`src/rtl/series_engine_if.sv`:
```
// Handshake and coefficient-lookup signals of the series engine, grouped for port use.
// The slave side is the engine; the master side is the controller plus lookup.
interface series_engine_if;
    logic        start;
    logic [15:0] x_in;
    logic [15:0] rep_bus;
    logic [2:0]  rep_cnt;
    logic [15:0] result;
    logic        busy;
    logic        done;
    logic        ovf;

    modport master (
        output start, x_in, rep_bus,
        input  rep_cnt, result, busy, done, ovf
    );

    modport slave (
        input  start, x_in, rep_bus,
        output rep_cnt, result, busy, done, ovf
    );
endinterface

```
`src/rtl/series_engine.sv`:
```
// series_engine: Horner-form evaluator of an 8-term unsigned Q9.7 polynomial.
// Macro SERIES_SAT_EN: saturate sums at 0xFFFF with a sticky ovf flag; otherwise sums wrap.
module series_engine #(
    parameter int FRAC_BITS = 7,
    parameter int NTERMS    = 8
) (
    input  logic           clk,
    input  logic           rst,
    series_engine_if.slave bus
);
    typedef enum logic [1:0] {
        ST_IDLE   = 2'd0,
        ST_LOAD   = 2'd1,
        ST_HORNER = 2'd2,
        ST_DONE   = 2'd3
    } state_t;

    state_t      state_r;
    logic [15:0] acc_r;
    logic [15:0] x_r;
    logic [15:0] result_r;
    logic [2:0]  rep_cnt_r;
    logic        busy_r;
    logic        done_r;
    logic        ovf_r;
    logic        ovf_acc_r;

    logic [31:0] prod_s;
    logic [32:0] sum_s;
    logic [15:0] next_acc_s;
    logic        clip_s;

    assign prod_s = {16'd0, acc_r} * {16'd0, x_r};
    assign sum_s  = {1'b0, prod_s >> FRAC_BITS} + {17'd0, bus.rep_bus};

`ifdef SERIES_SAT_EN
    assign clip_s     = |sum_s[32:16];
    assign next_acc_s = clip_s ? 16'hFFFF : sum_s[15:0];
`else
    // Wrapping keeps only the low half; the upper sum bits are intentionally dropped.
    logic unused_sum_s;
    assign unused_sum_s = ^sum_s[32:16];
    assign clip_s       = 1'b0;
    assign next_acc_s   = sum_s[15:0];
`endif

    // Sequencer: the coefficient index doubles as the Horner step counter.
    always_ff @(posedge clk) begin
        if (rst) begin
            state_r   <= ST_IDLE;
            acc_r     <= 16'd0;
            x_r       <= 16'd0;
            result_r  <= 16'd0;
            rep_cnt_r <= 3'd0;
            busy_r    <= 1'b0;
            done_r    <= 1'b0;
            ovf_r     <= 1'b0;
            ovf_acc_r <= 1'b0;
        end else begin
            done_r <= 1'b0;
            case (state_r)
                ST_IDLE: begin
                    if (bus.start) begin
                        x_r       <= bus.x_in;
                        ovf_r     <= 1'b0;
                        ovf_acc_r <= 1'b0;
                        busy_r    <= 1'b1;
                        rep_cnt_r <= 3'(NTERMS - 1);
                        state_r   <= ST_LOAD;
                    end else begin
                        rep_cnt_r <= 3'd0;
                        state_r   <= ST_IDLE;
                    end
                end
                ST_LOAD: begin
                    acc_r     <= bus.rep_bus;
                    rep_cnt_r <= rep_cnt_r - 3'd1;
                    state_r   <= ST_HORNER;
                end
                ST_HORNER: begin
                    acc_r     <= next_acc_s;
                    ovf_acc_r <= ovf_acc_r | clip_s;
                    if (rep_cnt_r == 3'd0) begin
                        result_r <= next_acc_s;
                        ovf_r    <= ovf_acc_r | clip_s;
                        done_r   <= 1'b1;
                        busy_r   <= 1'b0;
                        state_r  <= ST_DONE;
                    end else begin
                        rep_cnt_r <= rep_cnt_r - 3'd1;
                    end
                end
                ST_DONE: begin
                    state_r <= ST_IDLE;
                end
                default: begin
                    state_r   <= ST_IDLE;
                    busy_r    <= 1'b0;
                    rep_cnt_r <= 3'd0;
                end
            endcase
        end
    end

    assign bus.rep_cnt = rep_cnt_r;
    assign bus.result  = result_r;
    assign bus.busy    = busy_r;
    assign bus.done    = done_r;
    assign bus.ovf     = ovf_r;
endmodule
```
`src/flat_wrapper.sv`:
```
// flat-port wrapper written by rule: the top's interface ports become plain ports
module series_engine_flat 
#(
    parameter int FRAC_BITS = 7,
    parameter int NTERMS    = 8
)
  (clk, rst, bus_start, bus_x_in, bus_rep_bus, bus_rep_cnt, bus_result, bus_busy, bus_done, bus_ovf);
  series_engine_if bus_i ();
  input  logic clk;
  input  logic rst;
  input wire logic [$bits(bus_i.start)-1:0] bus_start;
  input wire logic [$bits(bus_i.x_in)-1:0] bus_x_in;
  input wire logic [$bits(bus_i.rep_bus)-1:0] bus_rep_bus;
  output wire logic [$bits(bus_i.rep_cnt)-1:0] bus_rep_cnt;
  output wire logic [$bits(bus_i.result)-1:0] bus_result;
  output wire logic [$bits(bus_i.busy)-1:0] bus_busy;
  output wire logic [$bits(bus_i.done)-1:0] bus_done;
  output wire logic [$bits(bus_i.ovf)-1:0] bus_ovf;
  assign bus_i.start = bus_start;
  assign bus_i.x_in = bus_x_in;
  assign bus_i.rep_bus = bus_rep_bus;
  assign bus_rep_cnt = bus_i.rep_cnt;
  assign bus_result = bus_i.result;
  assign bus_busy = bus_i.busy;
  assign bus_done = bus_i.done;
  assign bus_ovf = bus_i.ovf;
  series_engine #(.FRAC_BITS(FRAC_BITS), .NTERMS(NTERMS)) u_core (.clk(clk), .rst(rst), .bus(bus_i));
endmodule
```
`config.mk`:
```
export PLATFORM = sky130hd
export DESIGN_NAME = series_engine_flat
export DESIGN_NICKNAME = d
export VERILOG_FILES = /design/src/rtl/series_engine_if.sv /design/src/rtl/series_engine.sv /design/src/flat_wrapper.sv
export SDC_FILE = /design/constraint.sdc
export NUM_CORES = 1
export LEC_CHECK = 0
export CORE_ASPECT_RATIO = 0.7
export CORE_MARGIN = 5
export CORE_UTILIZATION = 40
export DETAILED_ROUTE_END_ITERATION = 8
export HOLD_SLACK_MARGIN = 0.1
export PLACE_DENSITY = 0.63
export SLEW_MARGIN = 25
export SYNTH_ARGS = -nofsm -noshare
export SYNTH_HDL_FRONTEND = slang
export SYNTH_SLANG_ARGS = --single-unit
```
`constraint.sdc`:
```
create_clock -name clk -period 21.3 [get_ports clk]
set_input_delay 4.26 -clock clk [delete_from_list [all_inputs] [get_ports clk]]
set_output_delay 4.26 -clock clk [all_outputs]
set_load 0.01 [all_outputs]
```
== After elaboration in Yosys (flattened, before gate mapping) ==
Index checks and enable logic that the tools add are counted.

* $add $sub $neg: 2
* Multiply operators: 1
* Eq/ne operators: 6
* Mux-type cells: 13
* Bitwise gates (word level): 1
* Reductions and logical operators: 10

{| class="wikitable"
|+ Operator list
! cell !! number
|-
| 16-bit case mux with 2 select lines || 1
|-
| 16-bit by 16-bit multiplier with 23-bit output || 1
|-
| 16-bit adder || 1
|-
| 3-bit case mux with 3 select lines || 1
|-
| 2-bit case mux with 4 select lines || 1
|-
| 3-bit two-way mux || 2
|-
| 2-bit AND reduction || 3
|-
| 1-bit two-way mux || 5
|-
| 2-bit == test (second input constant) || 2
|-
| 2-bit inequality test (second input constant) || 2
|-
| 1-bit case mux with 2 select lines || 2
|-
| 2-bit nonzero test || 2
|-
| 3-bit zero test || 1
|-
| 3-bit AND reduction || 1
|-
| 3-bit nonzero test || 1
|-
| 3-bit by 1-bit subtractor with 3-bit output (second input constant) || 1
|-
| 2-bit by 1-bit == test with 1-bit output (second input constant) || 1
|-
| 2-bit zero test || 1
|-
| 2-bit two-way mux || 1
|-
| 2-bit by 1-bit inequality test with 1-bit output (second input constant) || 1
|-
| 2-bit OR reduction || 1
|-
| 1-bit inverter || 1
|}

* Register bits after elaboration: 56
* Bits of input ports: 35
* Output and inout port bits: 22
* Logic and storage cells: 41

== Logic depth before layout (Yosys ltp) ==
Gate-level depths: netlist (run 1).

* Depth in word-level cells: 3
* Depth in mapped cells: 34
* Depth with buffers taken out: 32

== Worst setup path before layout (run 1) ==
OpenSTA, ideal clock, no wires.

* Path type: register to register
* Start point: register u_core.x_r[2]
* End point: register u_core.acc_r[15]
* Library setup time: 0.086 ns
* Arrival time: 7.316 ns
* Required time: 21.214 ns
* Setup slack: 13.898 ns
* Stages on the path, launching flop included: 32
* Path buffers: 2
* Period minus slack after synthesis: 7.402 ns
* Path through: dfxtp_1 -> clkbuf_1 -> clkbuf_1 -> nand2_1 -> fa_1 -> fa_1 -> fa_1 -> fa_1 -> inv_1 -> fa_1 -> inv_1 -> fa_1 -> inv_1 -> ha_1 -> a21o_1 -> a21oi_1 -> o21ai_0 -> o31ai_1 -> nor2b_1 -> o21a_1 -> nor2_1 -> xnor2_1 -> ha_1 -> and4_1 -> nand3_1 -> or3_1 -> nand3_1 -> a41oi_1 -> xnor2_1 -> xnor2_1 -> mux2i_1 -> a211oi_1

* Cells in the longest elaborated chain, start to end: 3

{| class="wikitable"
|+ RTL lines
! element !! RTL line !! source
|-
| start, declared || series_engine.sv:20 || <nowiki>logic [15:0] x_r;</nowiki>
|-
| start signal, assigned || series_engine.sv:64 || <nowiki>x_r <= bus.x_in;</nowiki>
|-
| 16-bit by 16-bit multiplier with 23-bit output || series_engine.sv:33 || <nowiki>assign prod_s = {16'd0, acc_r} * {16'd0, x_r};</nowiki>
|-
| 16-bit adder || series_engine.sv:34 || <nowiki>assign sum_s = {1'b0, prod_s >> FRAC_BITS} + {17'd0, bus.rep_bus};</nowiki>
|-
| 16-bit case mux with 2 select lines || series_engine.sv:61 || <nowiki>case (state_r)</nowiki>
|-
| end signal, assigned || series_engine.sv:76 || <nowiki>acc_r <= bus.rep_bus;</nowiki>
|-
| end signal, assigned || series_engine.sv:81 || <nowiki>acc_r <= next_acc_s;</nowiki>
|-
| end, declared || series_engine.sv:19 || <nowiki>logic [15:0] acc_r;</nowiki>
|}

Every way passes these cells.
A chain may end at the register's enable or synchronous reset.

== Worst setup path in the final report (run 1) ==
* Start point: register u_core.acc_r[9]
* End point: register u_core.acc_r[15]

* Cells in the longest elaborated chain, start to end: 3

{| class="wikitable"
|+ RTL lines
! element !! RTL line
|-
| 16-bit by 16-bit multiplier with 23-bit output || series_engine.sv:33
|-
| 16-bit adder || series_engine.sv:34
|-
| 16-bit case mux with 2 select lines || series_engine.sv:61
|}

Every way passes these cells.

==> flow_metrics.env, run 1 <==
export IMPL_status="finished clean"
export IMPL_post_cts_resize_count=0
export IMPL_root_buffer="clkbuf_16"
export IMPL_first_iter_violations=526
export IMPL_start_util=0.408
export IMPL_max_slew_margin=0.431
export IMPL_cts_sinks=55
export IMPL_htreeDepth=2
export IMPL_diodes=0
export IMPL_netlist_cell_type_count=45
export IMPL_routedWlPerCell_um=17.0
export IMPL_grt_pass1_wl_um=40300
export IMPL_grt_pass1_vias=7423
export IMPL_synth_warning_count=0
export IMPL_holdCritPathClass="flip-flop to flip-flop"
export IMPL_worstHoldPathCells=2
export IMPL_crit_type="flip-flop to flip-flop"
export IMPL_clock_tree_buffer_depth=2
export IMPL_drive_above_1_share=0.0170
export IMPL_first_pass_iters=4
export IMPL_synth_area_per_cell_um2=8.43
export IMPL_clk_pin_slew_ns=0.08
export IMPL_crit_top_cell="fa_1"
export IMPL_cts_hold_buf=0
export IMPL_powerDensity_mw_per_mm2=103
export IMPL_synthToLayoutAreaGrowth_pct=9.63
export IMPL_yosysSeqAreaShare=0.118
export IMPL_grt_overflow=0
export IMPL_pre_cts_ws_ns=13.23
export IMPL_gp_congestion=0.886
export IMPL_routed_wl_um=24200
export IMPL_setup_tns_ns=0
export IMPL_io_buffers=55
export IMPL_timing_final_crit_share=0.383
export IMPL_synth_nets=1382
export IMPL_critPathCaptureType="flip-flop"
export IMPL_ir_drop_mv=0.0737
export IMPL_worst_ep_required_time_ns=21.51
export IMPL_clk_latency_ns=0.30
export IMPL_synth_seq_cells=55
export IMPL_slowest_delay_ns=0.87
export IMPL_skew_ns=0.0123
export IMPL_setup_viol=0
export IMPL_slew_violations=0
export IMPL_std_cell_rows=46
export IMPL_synth_area_mm2=0.00930
export IMPL_crit_fanout=15
export IMPL_grt_total_usage=0.194
export IMPL_r2r_cells=29
export IMPL_die_area_mm2=0.0265
export IMPL_maxCapViolations=0
export IMPL_final_hold_viol_count=0
export IMPL_fmax_mhz=123
export IMPL_core_area_mm2=0.0228
export IMPL_fin_nets=1392
export IMPL_antenna_found_initial=0
export IMPL_vias=7147
export IMPL_finalWorstSetupSlack_ns=13.14
export IMPL_crit_arrival_ns=8.37
export IMPL_postRouteAntennaNets=0
export IMPL_cts_made_buffers=5
export IMPL_post_dp_hpwl_um=19300
export IMPL_hold_slack_ns=0.460
export IMPL_cts_tree="yes"
export IMPL_p_leak_nw=4.70
export IMPL_synth_cells=1104
export IMPL_grt_setup_unrepaired="no"
export IMPL_post_cts_buffers=0
export IMPL_worst_pin_slew_ns=0.853
export IMPL_vias_per_cell=5.01
export IMPL_period_needed_ns=8.16
export IMPL_crit_slowest_cell="dfxtp_1"
export IMPL_drc_errors=0
export IMPL_io_pin_count=57
export IMPL_die_w_um=192
export IMPL_fillers=2305
export IMPL_grt_max_degree=56
export IMPL_die_h_um=138
export IMPL_start_kind="flip-flop"
[worst max-delay path, delay by kind of cell, from the launching register on]
family / cells / cell delay [ns]
AO/OA/AOI/OAI: 7 / 1.44
XOR/XNOR: 3 / 0.49
adder cells (fa/ha/maj): 8 / 3.74
buffers and inverters: 3 / 0.17
flip-flops: 1 / 0.87
multiplexers: 1 / 0.11
AND/OR/NAND/NOR: 7 / 1.27
[kinds of logic after synthesis]
family | share of synthesized area
mux | 0.0184
buf+inv | 0.109
simple gates | 0.173
compound gates | 0.0814
flops | 0.118
other cells | 0.000403
xor+xnor | 0.0433
fa+ha+maj | 0.456
[path summary, 6_finish.rpt]
check                                           from                    to  slack (ns)
worst max-delay path                 u_core.acc_r[9]      u_core.acc_r[15]       13.14
worst min-delay path            u_core.bus.result[3]  u_core.bus.result[3]        0.46
worst max register to register       u_core.acc_r[9]      u_core.acc_r[15]       13.14
worst min register to register  u_core.bus.result[3]  u_core.bus.result[3]        0.46
[area by class of cell]
type,count,area (µm²),area share
inverter,212,796,0.0780
timing repair buffer,58,571,0.0559
sequential,55,1100,0.108
multi-input combinational,782,7200,0.706
clock buffer,6,129,0.0126
tap,312,390,0.0383
clock inverter,2,12.5,0.00123
[power breakdown]
part	switching (mW)	internal, mW	leakage (nW)	total (mW)
Combinational	0.436	0.312	4.18	0.747
Sequential	0.0939	0.132	0.451	0.226
Clock	0.0376	0.0435	0.0669	0.0812
[cell usage in the layout (no fill, tap or decap), drive strengths merged, types with 5 or more instances in the layout]
cell / netlist / routed
inv: 212 / 212
nand2: 199 / 199
fa: 160 / 160
and2: 90 / 90
ha: 83 / 83
a21oi: 56 / 56
dfxtp: 55 / 55
clkdlybuf4s50: 0 / 54
nor2: 45 / 45
xnor2: 40 / 40
a211oi: 20 / 20
mux2i: 16 / 16
o21ai: 11 / 11
a21o: 9 / 9
o21a: 6 / 6
xor2: 6 / 6
clkbuf: 46 / 6
nand3: 5 / 5
[Yosys cell counts, drive strengths merged]
cell type  number  share of area
nand3b          1        0.00081
xor2            6         0.0056
fa            160           0.34
nor2           45          0.018
nor3b           1        0.00081
xnor2          40          0.038
a22oi           1        0.00081
a21o            9         0.0073
o211ai          3         0.0030
nor2b           4         0.0027
a21bo           1         0.0011
and4            1        0.00094
nand2         199          0.080
and2           90          0.061
clkbuf         46          0.019
nor3            3         0.0016
inv           212          0.086
nand4           2         0.0013
mux2i          16          0.017
a211oi         20          0.016
nand3           5         0.0027
a31oi           2         0.0013
ha             83           0.11
o31ai           1        0.00081
a41oi           4         0.0054
o21ai          11         0.0059
and3            3         0.0022
nand2b          1        0.00067
or3             1        0.00067
a311oi          2         0.0019
o21a            6         0.0048
conb            1        0.00040
buf             9         0.0047
mux2            1         0.0012
a21oi          56          0.031
dfxtp          55           0.12
o21bai          3         0.0024
[sequential cells by signal (all words and copies together), names as in the netlist]
register and count:
u_core.bus.busy 1, u_core.x_r 16, u_core.bus.rep_cnt 3, u_core.bus.result 16, u_core.acc_r 16, u_core.bus.done 1
u_core.state_r 2
[metrics by stage]
| step | util | power, mW | instances | cell area, µm² |
|---|---|---|---|---|
| 2_1_floorplan | - | 0.729 | 1104 | 9300 |
| 3_3_place_gp | 0.441 | 0.952 | 1419 | 10000 |
| 3_5_place_dp | 0.441 | 0.961 | 1419 | 10100 |
| 4_1_cts | 0.447 | 1.05 | 1427 | 10200 |
| 5_1_grt | 0.448 | 1.15 | 1427 | 10200 |
| 6_report | 0.448 | 1.05 | 1427 | 10200 |
[layer usage]
metal	track usage	part of all wire	wire length, µm
met1	0.306	0.51	12400
met2	0.285	0.41	10000
met3	0.0314	0.067	1610
met4	0.0285	0.0096	233
met5	0	0	0
Power figures use the tool's default switching activity.
==> run 2: changes to the inputs <==
==> constraint.sdc (replaced) <==
create_clock -name clk -period 7.7 [get_ports clk]
set_input_delay 1.54 -clock clk [delete_from_list [all_inputs] [get_ports clk]]
set_output_delay 1.54 -clock clk [all_outputs]
set_load 0.01 [all_outputs]
==> run 2 against run 1 <==
  * Non-clock buffer count is 44 higher
  * Sequential power is 130% higher
  * Sequential share of layout area is 0.25 points lower
  * Count of clock-buffer cells in the layout stayed put
  * Critical endpoint unchanged
  * Critical path type unchanged
==> flow_metrics.env, run 2 (synthesized netlist as in run 1, its figures left out) <==
export IMPL_status="finished clean"
export IMPL_worst_path_buf_inv=4
export IMPL_critPathCaptureType="flip-flop"
export IMPL_ff_latch_area_mm2=0.00112
export IMPL_grt_overflow=0
export IMPL_clk_pin_slew_ns=0.07
export IMPL_hold_slack_ns=0.459
export IMPL_crit_type="flip-flop to flip-flop"
export IMPL_postRouteAntennaNets=0
export IMPL_synthToLayoutAreaGrowth_pct=14.1
export IMPL_finalWorstSetupSlack_ns=0.291
export IMPL_io_buffers=55
export IMPL_instances_no_fill=1470
export IMPL_cts_tree="yes"
export IMPL_first_pass_iters=5
export IMPL_fillers=2263
export IMPL_r2r_start="u_core.x_r[4]"
export IMPL_final_cell_mix="inv_1 (212), nand2_1 (199), fa_1 (160), and2_1 (90), ha_1 (81)"
export IMPL_r2r_cells=30
export IMPL_max_slew_margin=0.451
export IMPL_setup_viol=0
export IMPL_drive_above_1_share=0.0717
export IMPL_hold_start="u_core.bus.result[6]"
export IMPL_vias=7284
export IMPL_io_pin_count=57
export IMPL_core_area_mm2=0.0228
export IMPL_crit_top_cell="fa_1"
export IMPL_netSwitchingPower_mw=1.58
export IMPL_diodes=0
export IMPL_worst_pin_slew_ns=0.823
export IMPL_maxCapViolations=0
export IMPL_routed_wl_um=24500
export IMPL_clock_tree_buffer_depth=2
export IMPL_vias_per_cell=4.96
export IMPL_antenna_found_initial=0
export IMPL_clk_latency_ns=0.30
export IMPL_holdCritPathClass="flip-flop to flip-flop"
export IMPL_pre_cts_ws_ns=0.139
export IMPL_start_util=0.408
export IMPL_p_int_mw=1.48
export IMPL_fin_nets=1436
export IMPL_hold_path_endpoint="u_core.bus.result[6]"
export IMPL_die_area_mm2=0.0265
export IMPL_p_leak_nw=4.95
export IMPL_cts_made_buffers=5
export IMPL_worstHoldPathCells=2
export IMPL_final_hold_viol_count=0
export IMPL_die_w_um=192
export IMPL_first_iter_violations=416
export IMPL_routedWlPerCell_um=16.7
export IMPL_gp_congestion=0.959
export IMPL_final_common_cell="inv_1"
export IMPL_ir_drop_mv=0.215
export IMPL_slowest_delay_ns=0.55
export IMPL_slew_violations=0
export IMPL_dp_cells=1462
export IMPL_start_kind="flip-flop"
export IMPL_timing_final_crit_share=0.962
export IMPL_grt_pass1_wl_um=41100
export IMPL_power_frac_comb=0.747
export IMPL_die_h_um=138
export IMPL_worstReg2RegEnd="u_core.acc_r[15]"
export IMPL_crit_family="adder cells"
export IMPL_htreeDepth=2
export IMPL_grt_total_usage=0.197
export IMPL_crit_arrival_ns=7.63
export IMPL_root_buffer="clkbuf_16"
export IMPL_cts_sinks=55
export IMPL_grt_pass1_vias=7627
export IMPL_grt_max_degree=56
export IMPL_skew_ns=0.00857
export IMPL_sw_frac_of_total=0.516
export IMPL_drc_errors=0
export IMPL_r2r_slack_ns=0.29
export IMPL_worst_ep_required_time_ns=7.92
export IMPL_seqPwrFrac=0.168
export IMPL_post_dp_hpwl_um=20800
export IMPL_pwr_share_clk=0.085
export IMPL_fmax_mhz=135
export IMPL_setup_tns_ns=0
export IMPL_std_cell_rows=46
export IMPL_grt_setup_unrepaired="no"
export IMPL_powerDensity_mw_per_mm2=289
export IMPL_crit_slowest_cell="fa_1"
export IMPL_period_needed_ns=7.41
export IMPL_crit_fanout=10
export IMPL_multi_input_area_mm2=0.00724
==> run 2: metal layers <==
| layer | up-vias | part of all wire | track usage |
|---|---|---|---|
| met5 | - | 0 | 0 |
| met4 | 0 | 0.0080 | 0.0210 |
| met3 | 12 | 0.070 | 0.0289 |
| met2 | 230 | 0.40 | 0.278 |
| met1 | 3598 | 0.52 | 0.324 |
| li1 | 3444 | - | - |
==> run 2: power by group through the flow <==
stage / Sequential [mW] / Combinational (mW) / Clock [mW]
after global routing: 0.528 / 2.57 / 0.274
after detailed placement: 0.512 / 2.22 / 0
final: 0.516 / 2.29 / 0.259
after CTS: 0.506 / 2.24 / 0.264
after floorplan: 0.439 / 1.58 / 0
after global placement: 0.509 / 2.21 / 0
==> run 2: repair_timing <==
item / CTS / global route
setup endpoints to repair: 0 / 6
gates resized for setup: 0 / 26
buffers inserted: 0 / 1
hold endpoints to repair: 0 / 0
hold buffers: 0 / 0
==> run 2: how the worst max path moves through the flow <==
stage | startpoint | endpoint | slack, ns | cells after the start
after floorplan | u_core.x_r[2] | u_core.acc_r[15] | 0.30 | 31
after global placement | u_core.x_r[3] | u_core.acc_r[15] | 0.26 | 29
after detailed placement | u_core.x_r[4] | u_core.acc_r[15] | 0.14 | 30
after CTS | u_core.x_r[4] | u_core.acc_r[15] | 0.07 | 30
after global routing | u_core.x_r[4] | u_core.acc_r[15] | 0.008 | 30
final | u_core.x_r[4] | u_core.acc_r[15] | 0.29 | 30
==> run 2: area by class of cell <==
type                       count  share of cell area
clock buffer                   6              0.0121
clock inverter                 1             0.00283
inverter                     212              0.0749
multi-input combinational    782               0.682
sequential                    55               0.105
tap                          312              0.0368
timing repair buffer         102              0.0859
==> run 2: tightest hold or removal path: cells and delay by family (launching register included) <==
family / cells / cell delay (ns)
AOI/OAI and AO/OA: 1 / 0.05
and+or+nand+nor: 1 / 0.05
DFF: 1 / 0.31
==> run 2: per-stage QoR <==
step / power (mW) / area [µm²] / util
after floorplan: 2.02 / 9300 / -
after global placement: 2.72 / 10400 / 0.455
after detailed placement: 2.74 / 10400 / 0.455
after CTS: 3.01 / 10500 / 0.462
after global routing: 3.37 / 10600 / 0.466
final: 3.06 / 10600 / 0.466
